===== src/rtl/nonrestoring_divider_seq.sv =====
// Sequential signed radix-2 non-restoring divider: serial operands in, quotient then remainder out.
// Fixed latency for every operand pair, including divide-by-zero and overflow.
module nonrestoring_divider_seq #(
  parameter int unsigned WIDTH = 8,
  parameter int unsigned CNT_W = $clog2(WIDTH)
) (
  input  logic             clk,
  input  logic             rst_b,
  input  logic             begin_op,
  input  logic [WIDTH-1:0] inbus,
  output logic [WIDTH-1:0] outbus,
  output logic             out_valid,
  output logic             end_op,
  output logic             busy,
  output logic             div_by_zero,
  output logic             overflow
);

  // Partial remainder carries two extra bits so that 2*P +/- D never wraps, even for D = 2^(WIDTH-1).
  localparam int unsigned PW = WIDTH + 2;

  localparam logic [WIDTH-1:0] One     = {{(WIDTH-1){1'b0}}, 1'b1};
  localparam logic [WIDTH-1:0] MinNeg  = {1'b1, {(WIDTH-1){1'b0}}};
  localparam logic [WIDTH-1:0] AllOnes = {WIDTH{1'b1}};
  localparam logic [CNT_W-1:0] CntLast = CNT_W'(WIDTH - 1);

  typedef enum logic [2:0] {
    StIdle,
    StLoadDiv,
    StDivide,
    StCorrect,
    StSignFix,
    StOutQ,
    StOutR
  } state_e;

  state_e           state_q, state_d;
  logic [CNT_W-1:0] cnt_q, cnt_d;
  logic [WIDTH-1:0] dvd_q, dvd_d;
  logic [WIDTH-1:0] dvs_q, dvs_d;
  logic             quot_neg_q, quot_neg_d;
  logic             rem_neg_q, rem_neg_d;
  logic [PW-1:0]    p_q, p_d;
  logic [WIDTH-1:0] q_q, q_d;
  logic [WIDTH-1:0] d_q, d_d;
  logic [WIDTH-1:0] outbus_q, outbus_d;
  logic             out_valid_q, out_valid_d;
  logic             end_op_q, end_op_d;
  logic             busy_q, busy_d;
  logic             dbz_q, dbz_d;
  logic             ovf_q, ovf_d;

  logic [PW-1:0]    d_ext;
  logic [PW-1:0]    p_shift;
  logic [PW-1:0]    p_step;
  logic [WIDTH-1:0] quot_fix;
  logic [WIDTH-1:0] rem_fix;

  function automatic logic [WIDTH-1:0] abs_val(input logic [WIDTH-1:0] v);
    // Magnitude as unsigned: the most negative value maps onto itself, which reads as 2^(WIDTH-1).
    return v[WIDTH-1] ? (~v + One) : v;
  endfunction

  function automatic logic [WIDTH-1:0] neg_if(input logic [WIDTH-1:0] v, input logic neg);
    return neg ? (~v + One) : v;
  endfunction

  assign d_ext   = {2'b00, d_q};
  assign p_shift = {p_q[PW-2:0], q_q[WIDTH-1]};
  assign p_step  = p_q[PW-1] ? (p_shift + d_ext) : (p_shift - d_ext);

  // Signed result, with the two exceptional operand pairs overriding the datapath.
  always_comb begin
    quot_fix = neg_if(q_q, quot_neg_q);
    rem_fix  = neg_if(p_q[WIDTH-1:0], rem_neg_q);
    if (dvs_q == '0) begin
      quot_fix = AllOnes;
      rem_fix  = dvd_q;
    end else if ((dvd_q == MinNeg) && (dvs_q == AllOnes)) begin
      quot_fix = MinNeg;
      rem_fix  = '0;
    end
  end

  always_comb begin
    state_d     = state_q;
    cnt_d       = cnt_q;
    dvd_d       = dvd_q;
    dvs_d       = dvs_q;
    quot_neg_d  = quot_neg_q;
    rem_neg_d   = rem_neg_q;
    p_d         = p_q;
    q_d         = q_q;
    d_d         = d_q;
    dbz_d       = dbz_q;
    ovf_d       = ovf_q;
    outbus_d    = '0;
    out_valid_d = 1'b0;
    end_op_d    = 1'b0;

    unique case (state_q)
      StIdle: begin
        if (begin_op) begin
          dvd_d   = inbus;
          dbz_d   = 1'b0;
          ovf_d   = 1'b0;
          cnt_d   = '0;
          state_d = StLoadDiv;
        end
      end
      StLoadDiv: begin
        dvs_d      = inbus;
        quot_neg_d = dvd_q[WIDTH-1] ^ inbus[WIDTH-1];
        rem_neg_d  = dvd_q[WIDTH-1];
        q_d        = abs_val(dvd_q);
        d_d        = abs_val(inbus);
        p_d        = '0;
        state_d    = StDivide;
      end
      StDivide: begin
        p_d   = p_step;
        q_d   = {q_q[WIDTH-2:0], ~p_step[PW-1]};
        cnt_d = cnt_q + 1'b1;
        if (cnt_q == CntLast) begin
          state_d = StCorrect;
        end
      end
      StCorrect: begin
        if (p_q[PW-1]) begin
          p_d = p_q + d_ext;
        end
        state_d = StSignFix;
      end
      StSignFix: begin
        // Park the final remainder in P so the remainder beat is a plain register read.
        q_d         = quot_fix;
        p_d         = {2'b00, rem_fix};
        dbz_d       = (dvs_q == '0);
        ovf_d       = (dvs_q != '0) && (dvd_q == MinNeg) && (dvs_q == AllOnes);
        outbus_d    = quot_fix;
        out_valid_d = 1'b1;
        state_d     = StOutQ;
      end
      StOutQ: begin
        outbus_d    = p_q[WIDTH-1:0];
        out_valid_d = 1'b1;
        end_op_d    = 1'b1;
        state_d     = StOutR;
      end
      StOutR: begin
        state_d = StIdle;
      end
      default: begin
        state_d = StIdle;
      end
    endcase

    busy_d = (state_d != StIdle);
  end

  always_ff @(posedge clk) begin
    if (rst_b) begin
      state_q     <= StIdle;
      cnt_q       <= '0;
      dvd_q       <= '0;
      dvs_q       <= '0;
      quot_neg_q  <= 1'b0;
      rem_neg_q   <= 1'b0;
      p_q         <= '0;
      q_q         <= '0;
      d_q         <= '0;
      outbus_q    <= '0;
      out_valid_q <= 1'b0;
      end_op_q    <= 1'b0;
      busy_q      <= 1'b0;
      dbz_q       <= 1'b0;
      ovf_q       <= 1'b0;
    end else begin
      state_q     <= state_d;
      cnt_q       <= cnt_d;
      dvd_q       <= dvd_d;
      dvs_q       <= dvs_d;
      quot_neg_q  <= quot_neg_d;
      rem_neg_q   <= rem_neg_d;
      p_q         <= p_d;
      q_q         <= q_d;
      d_q         <= d_d;
      outbus_q    <= outbus_d;
      out_valid_q <= out_valid_d;
      end_op_q    <= end_op_d;
      busy_q      <= busy_d;
      dbz_q       <= dbz_d;
      ovf_q       <= ovf_d;
    end
  end

  assign outbus      = outbus_q;
  assign out_valid   = out_valid_q;
  assign end_op      = end_op_q;
  assign busy        = busy_q;
  assign div_by_zero = dbz_q;
  assign overflow    = ovf_q;

endmodule


===== config.mk =====
export PLATFORM = sky130hd
export DESIGN_NAME = nonrestoring_divider_seq
export DESIGN_NICKNAME = d
export VERILOG_FILES = /design/src/rtl/nonrestoring_divider_seq.sv
export SDC_FILE = /design/constraint.sdc
export NUM_CORES = 1
export LEC_CHECK = 0
export CAP_MARGIN = 0
export CELL_PAD_IN_SITES_DETAIL_PLACEMENT = 1
export CELL_PAD_IN_SITES_GLOBAL_PLACEMENT = 2
export CORE_MARGIN = 3
export CORE_UTILIZATION = 36
export DETAILED_ROUTE_END_ITERATION = 6
export GPL_TIMING_DRIVEN = 1
export PLACE_DENSITY_LB_ADDON = 0.25
export SYNTH_ARGS = -nofsm -noshare
export SYNTH_HDL_FRONTEND = slang
export SYNTH_SLANG_ARGS = --single-unit

===== constraint.sdc =====
create_clock -name clk -period 3.8 [get_ports clk]
set_clock_uncertainty 0.15 [all_clocks]
set_input_delay 0.57 -clock clk [delete_from_list [all_inputs] [get_ports clk]]
set_output_delay 0.57 -clock clk [all_outputs]
set_load 0.02 [all_outputs]

# ---- Word-level counts from Yosys, hierarchy flattened
# Cells that the tools add are included.
dict set report word_totals {
  ff_bits 63
  latchBits 0
  ramBits 0
  mem_bits_ro 0
  in_bits 11
  output_inout_bits 13
  elab_cells 82
  memories 0
}
dict set report op_classes {
  addsub 8
  n_mul 0
  div_mod_pow 0
  magnitude_cmp 0
  n_eq_ne 11
  shifts 0
  mux 23
  bitwise_logic 6
  n_reduce_logical 17
}
# cell n
set op_table {}
lappend op_table {{8-bit 2-to-1 mux} 8}
lappend op_table {{10-bit case mux with 4 select lines} 1}
lappend op_table {{8-bit by 1-bit adder with 8-bit output (second input constant)} 4}
lappend op_table {{8-bit NOT} 4}
lappend op_table {{8-bit case mux with 3 select lines} 1}
lappend op_table {{10-bit by 8-bit adder with 10-bit output} 2}
lappend op_table {{10-bit 2-to-1 mux} 2}
lappend op_table {{3-bit case mux with 6 select lines} 1}
lappend op_table {{8-bit == test (second input constant)} 2}
lappend op_table {{8-bit case mux with 2 select lines} 1}
lappend op_table {{10-bit by 8-bit subtractor with 10-bit output} 1}
lappend op_table {{3-bit == test (second input constant)} 3}
lappend op_table {{3-bit 2-to-1 mux} 3}
lappend op_table {{8-bit logical NOT} 1}
lappend op_table {{2-bit AND reduction} 4}
lappend op_table {{8-bit nonzero test} 1}
lappend op_table {{3-bit by 2-bit == test with 1-bit output (second input constant)} 2}
lappend op_table {{3-bit case mux with 2 select lines} 1}
lappend op_table {{3-bit nonzero test} 2}
lappend op_table {{2-bit != test (second input constant)} 2}
lappend op_table {{4-bit != test (second input constant)} 1}
lappend op_table {{1-bit case mux with 2 select lines} 2}
lappend op_table {{2-bit nonzero test} 2}
lappend op_table {{4-bit nonzero test} 1}
lappend op_table {{other kinds (9)} 13}

# ---- Longest topological paths before layout
dict set report depth {
  ltp_word 6
  depth_mapped 13
  mapped_depth_nobuf 13
}

# ---- Worst setup path before layout
# No wires, ideal clock.
dict set report synth_timing {
  kind {flip-flop to flip-flop}
  startpoint {register d_q[2]}
  endpoint {register q_q[0]}
  setup_time_ns 0.119
  arrival_ns 2.531
  required_time_ns 3.531
  slack_ns 1.000
  path_stages_with_launch 12
  n_path_buf 0
  period_less_slack_ns 2.800
  cell_sequence {dfxtp_1 -> nor2_1 -> nor4b_1 -> nor2_1 -> xor2_1 -> ha_1 -> a21o_1 -> a21o_1 -> a31o_2 -> a31oi_1 -> xnor2_1 -> o221a_2}
}
dict set report synth_between {
  elab_chain_cells 4
  word_cells_on_any_way 5
}
# element line_no
set synth_lines {}
lappend synth_lines {{start: declaration} 45} ;# logic [WIDTH-1:0] d_q, d_d;
lappend synth_lines {{start signal: assignment} 171} ;# d_q <= '0;
lappend synth_lines {{start signal: assignment} 187} ;# d_q <= d_d;
lappend synth_lines {{10-bit by 8-bit subtractor with 10-bit output or 10-bit by 8-bit adder with 10-bit output (tied branches)} 70} ;# assign p_step = p_q[PW-1] ? (p_shift + d_ext) : (p_shift - d_ext);
lappend synth_lines {{10-bit 2-to-1 mux *} 70}
lappend synth_lines {{1-bit NOT *} 122} ;# q_d = {q_q[WIDTH-2:0], ~p_step[PW-1]};
lappend synth_lines {{8-bit case mux with 3 select lines *} 101} ;# unique case (state_q)
lappend synth_lines {{end signal: assignment} 186} ;# q_q <= q_d;
lappend synth_lines {{end: declaration} 44} ;# logic [WIDTH-1:0] q_q, q_d;
# Every way passes the cells marked *; elsewhere a longest branch is shown, timed or not.
# A chain may end at the register's enable or synchronous reset.

# ---- Worst setup path in the final report
# Same ends and word-level chain as after synthesis.

==> reports/metrics.yaml <==
status:
  run_status: "complete, no violations"
power:
  report.power.total_mw: 2.03
  power.share.combinational: 0.264
  power.clock.fraction: 0.356
  sequential_cell_fraction_of_total_power: 0.380
  p_int_mw: 1.37
  swShare: 0.326
  vdd_drop_max_uv: 169
  p_switching_mw: 0.661
  reported_leakage_power_nw: 1.78
  power_density_nw_per_um2: 443
timing:
  final_worst_path_cycle_share: 0.849
  setup_viol: 0
  fin_setup_tns_ns: 0
  whs_ns: 0.333
  finalMaxSlewViolations: 0
  grt_setup_unrepaired: "no"
  maximum_frequency_from_static_timing_analysis_mhz: 310
  final-hold-violation-count: 0
  timing.final.crit_period_ns: 3.22
  timing.max_slew.rel_slack: 0.467
  tightest_slew_ns: 0.798
cells_and_area:
  final_net_count: 568
  n_antenna_cell: 0
  final_cell_utilization_of_the_core: 0.432
  syn_to_layout_area_delta_pct: 14.1
  post_route_cells_drive_above_1_share: 0.0543
synth:
  ys_top_cells_by_area: "sky130_fd_sc_hd__dfxtp_1 31%, sky130_fd_sc_hd__ha_1 7.8%, sky130_fd_sc_hd__a21oi_1 6.7%, sky130_fd_sc_hd__nand2_1 6.7%, sky130_fd_sc_hd__xnor2_1 5.5%"
  async_reset_ff_frac: 0
  synth_top_area_share: 0.309
  synth_area_leader_cell: "sky130_fd_sc_hd__dfxtp_1"
  post_synth_most_frequent_cells: "72 x sky130_fd_sc_hd__nand2_1, 62 x sky130_fd_sc_hd__dfxtp_1, 54 x sky130_fd_sc_hd__a21oi_1"
  postSynth.topFlopCell: "sky130_fd_sc_hd__dfxtp_1"
  ys_seq_elements: 62
  synth_cells: 517
  synth-edff-count: 0
  synth_cell_type_count: 61
  synth-seq-area-share: 0.309
  yosysWarnings: 0
  syn_nets: 555
  synth_area_sq_um: 4020
  avgSynthCellArea_sq_um: 7.77
  yosysMostFrequentCell: "sky130_fd_sc_hd__nand2_1"
global_route:
  grt.total_usage: 0.210
  grt_pass1_vias: 3884
  number_of_antenna_violations_at_the_first_check_in_global_routing: 0
  grt-ovfl-total: 0
  grt_pass1_wl_microns: 21100
  grt_start_max_net_pins: 30
clocking:
  clk_transition_reported_paths_ns: 0.07
  clock_tree.root_cell: "sky130_fd_sc_hd__clkbuf_8"
  postCtsResizedCells: 0
  h-tree-depth: 3
  cts_setup_buffers: 0
  worst_skew_pair.late_latency_ns: 0.35
  cts_made_buffers: 9
  tritoncts_clock_tree: "yes"
  cts_max_path_buffers: 2
  numClockSinks: 62
  holdBufCountCts: 0
floorplan:
  die-height_microns: 112
  dieWidth_microns: 112
  placement_rows: 37
  start_util: 0.379
  boundaryPins: 24
  dieArea_sq_um: 12500
  core_area_sq_um: 10600
drt:
  detail_route.vias_per_cell: 5.73
  drt_iter0_markers: 178
  drc_errors: 0
  via_count: 3840
  wire_per_inst_microns: 19.0
  ant_nets: 0
  drt-total-wl_microns: 12700
  drt_first_pass_iters: 4
critical_path:
  critical_path.max_stage_delay_ns: 0.57
  critical_path.startpoint_type: "flop"
  crit-reg2reg-launch: "d_q[2]"
  critical_path.cell_chain: "nor2_1, nor4b_1, nor2_1, xor2_1, ha_1, a21o_1, a21o_1, a31o_2, a31oi_1, xnor2_1, o221a_2"
  critical_path.slowest_cell: "sky130_fd_sc_hd__nor4b_1"
  worstPathMaxFanout: 5
  timing_worst_setup_path_type: "reg2reg"
  cell_count_of_the_worst_reg_to_reg_path: 11
  worst_ep_required_time_ns: 3.89
  worst-endpoint-arrival_ns: 3.32
  critical_path.endpoint_type: "flop"
  r2r_setup_slk_ns: 0.58
  crit-reg2reg-capture: "q_q[0]"
flow_run:
  maxCapViolations: 0
placement:
  gpl.final_weighted_congestion: 0.829
  detailed_place_hpwl_microns: 9610
  place.port_buffers: 23
hold_path:
  hold_path.startpoint: "dvs_q[6]"
  min_path_type: "reg2reg"
  timing.hold.worst_endpoint: "dvs_q[6]"
  min_path_cells: 2
-- registers in the layout (all words and copies together), names as in the netlist, 3 cells and up --
register and flops:
q_q 8, state_q 3, dvd_q 8, outbus 8
p_q 10, cnt_q 3, dvs_q 8, d_q 7
-- critical path, delay by kind of cell (launching register included) --
kind                     cells  cell delay, ns
flip-flops                   1            0.36
AND/OR/NAND/NOR              3            0.87
AO/OA/AOI/OAI                5            1.09
XOR/XNOR                     2            0.30
adder cells (fa/ha/maj)      1            0.34
-- layout by cell type, fill, tap and decap left out, drive strengths merged, types with 6 or more instances in the layout --
master	count
nand2b	6
ha	25
nor3	17
a21oi	55
clkbuf	11
xnor2	25
xor2	13
o21ai	20
nor2	47
nor2b	9
a211oi	12
nand3	10
dfxtp	62
clkdlybuf4s50	22
nand2	72
inv	24
o31ai	7
a21o	6
a221oi	6
-- layout make-up --
| cell class | instances | area, sq um |
|---|---|---|
| Clock buffer | 11 | 141 |
| Clock inverter | 4 | 95.1 |
| Fill cell | 1291 | 6020 |
| Inverter | 24 | 90.1 |
| Multi-Input combinational cell | 407 | 2600 |
| Sequential cell | 62 | 1240 |
| Tap cell | 136 | 170 |
| Timing Repair Buffer | 26 | 248 |
-- routing by layer --
layer | part of all wire | GRT usage | vias up
met4 | 0.016 | 0.0649 | 0
li1 | - | - | 1876
met3 | 0.030 | 0.0348 | 17
met2 | 0.46 | 0.340 | 49
met1 | 0.49 | 0.287 | 1898
met5 | 0 | 0 | -
-- cell families after synthesis --
logic type,count (synthesis),synth area share
buf+inv,48,0.0452
flops,62,0.309
xor+xnor,38,0.0829
mux,4,0.0103
compound gates,147,0.240
simple gates,191,0.225
fa+ha+maj,27,0.0879
-- stage by stage --
step           cells  cell area, sq um  setup WS (ns)
2_1_floorplan    517              4020           1.00
6_report         670              4580          0.575
3_3_place_gp     655              4350          0.759
5_1_grt          670              4580          0.362
4_1_cts          670              4580          0.622
3_5_place_dp     655              4350          0.632
-- worst max-delay path by stage --
stage	startpoint	end	slack [ns]	depth (start not counted)
floorplan	d_q[2]	q_q[0]	1.00	11
finish	d_q[2]	q_q[0]	0.58	11
detailed placement	d_q[2]	q_q[0]	0.63	11
CTS	d_q[2]	q_q[0]	0.62	11
global route	d_q[2]	q_q[0]	0.36	11
global placement	d_q[2]	q_q[0]	0.76	11
-- power by group through the flow --
stage               Combinational, mW  Sequential, mW  Clock [mW]
finish                          0.536           0.772       0.722
global placement                0.518           0.785           0
detailed placement              0.533           0.786           0
floorplan                       0.411           0.751           0
CTS                             0.538           0.771       0.738
global route                    0.606           0.780       0.768
No activity file was read; power rests on OpenSTA's default activity.
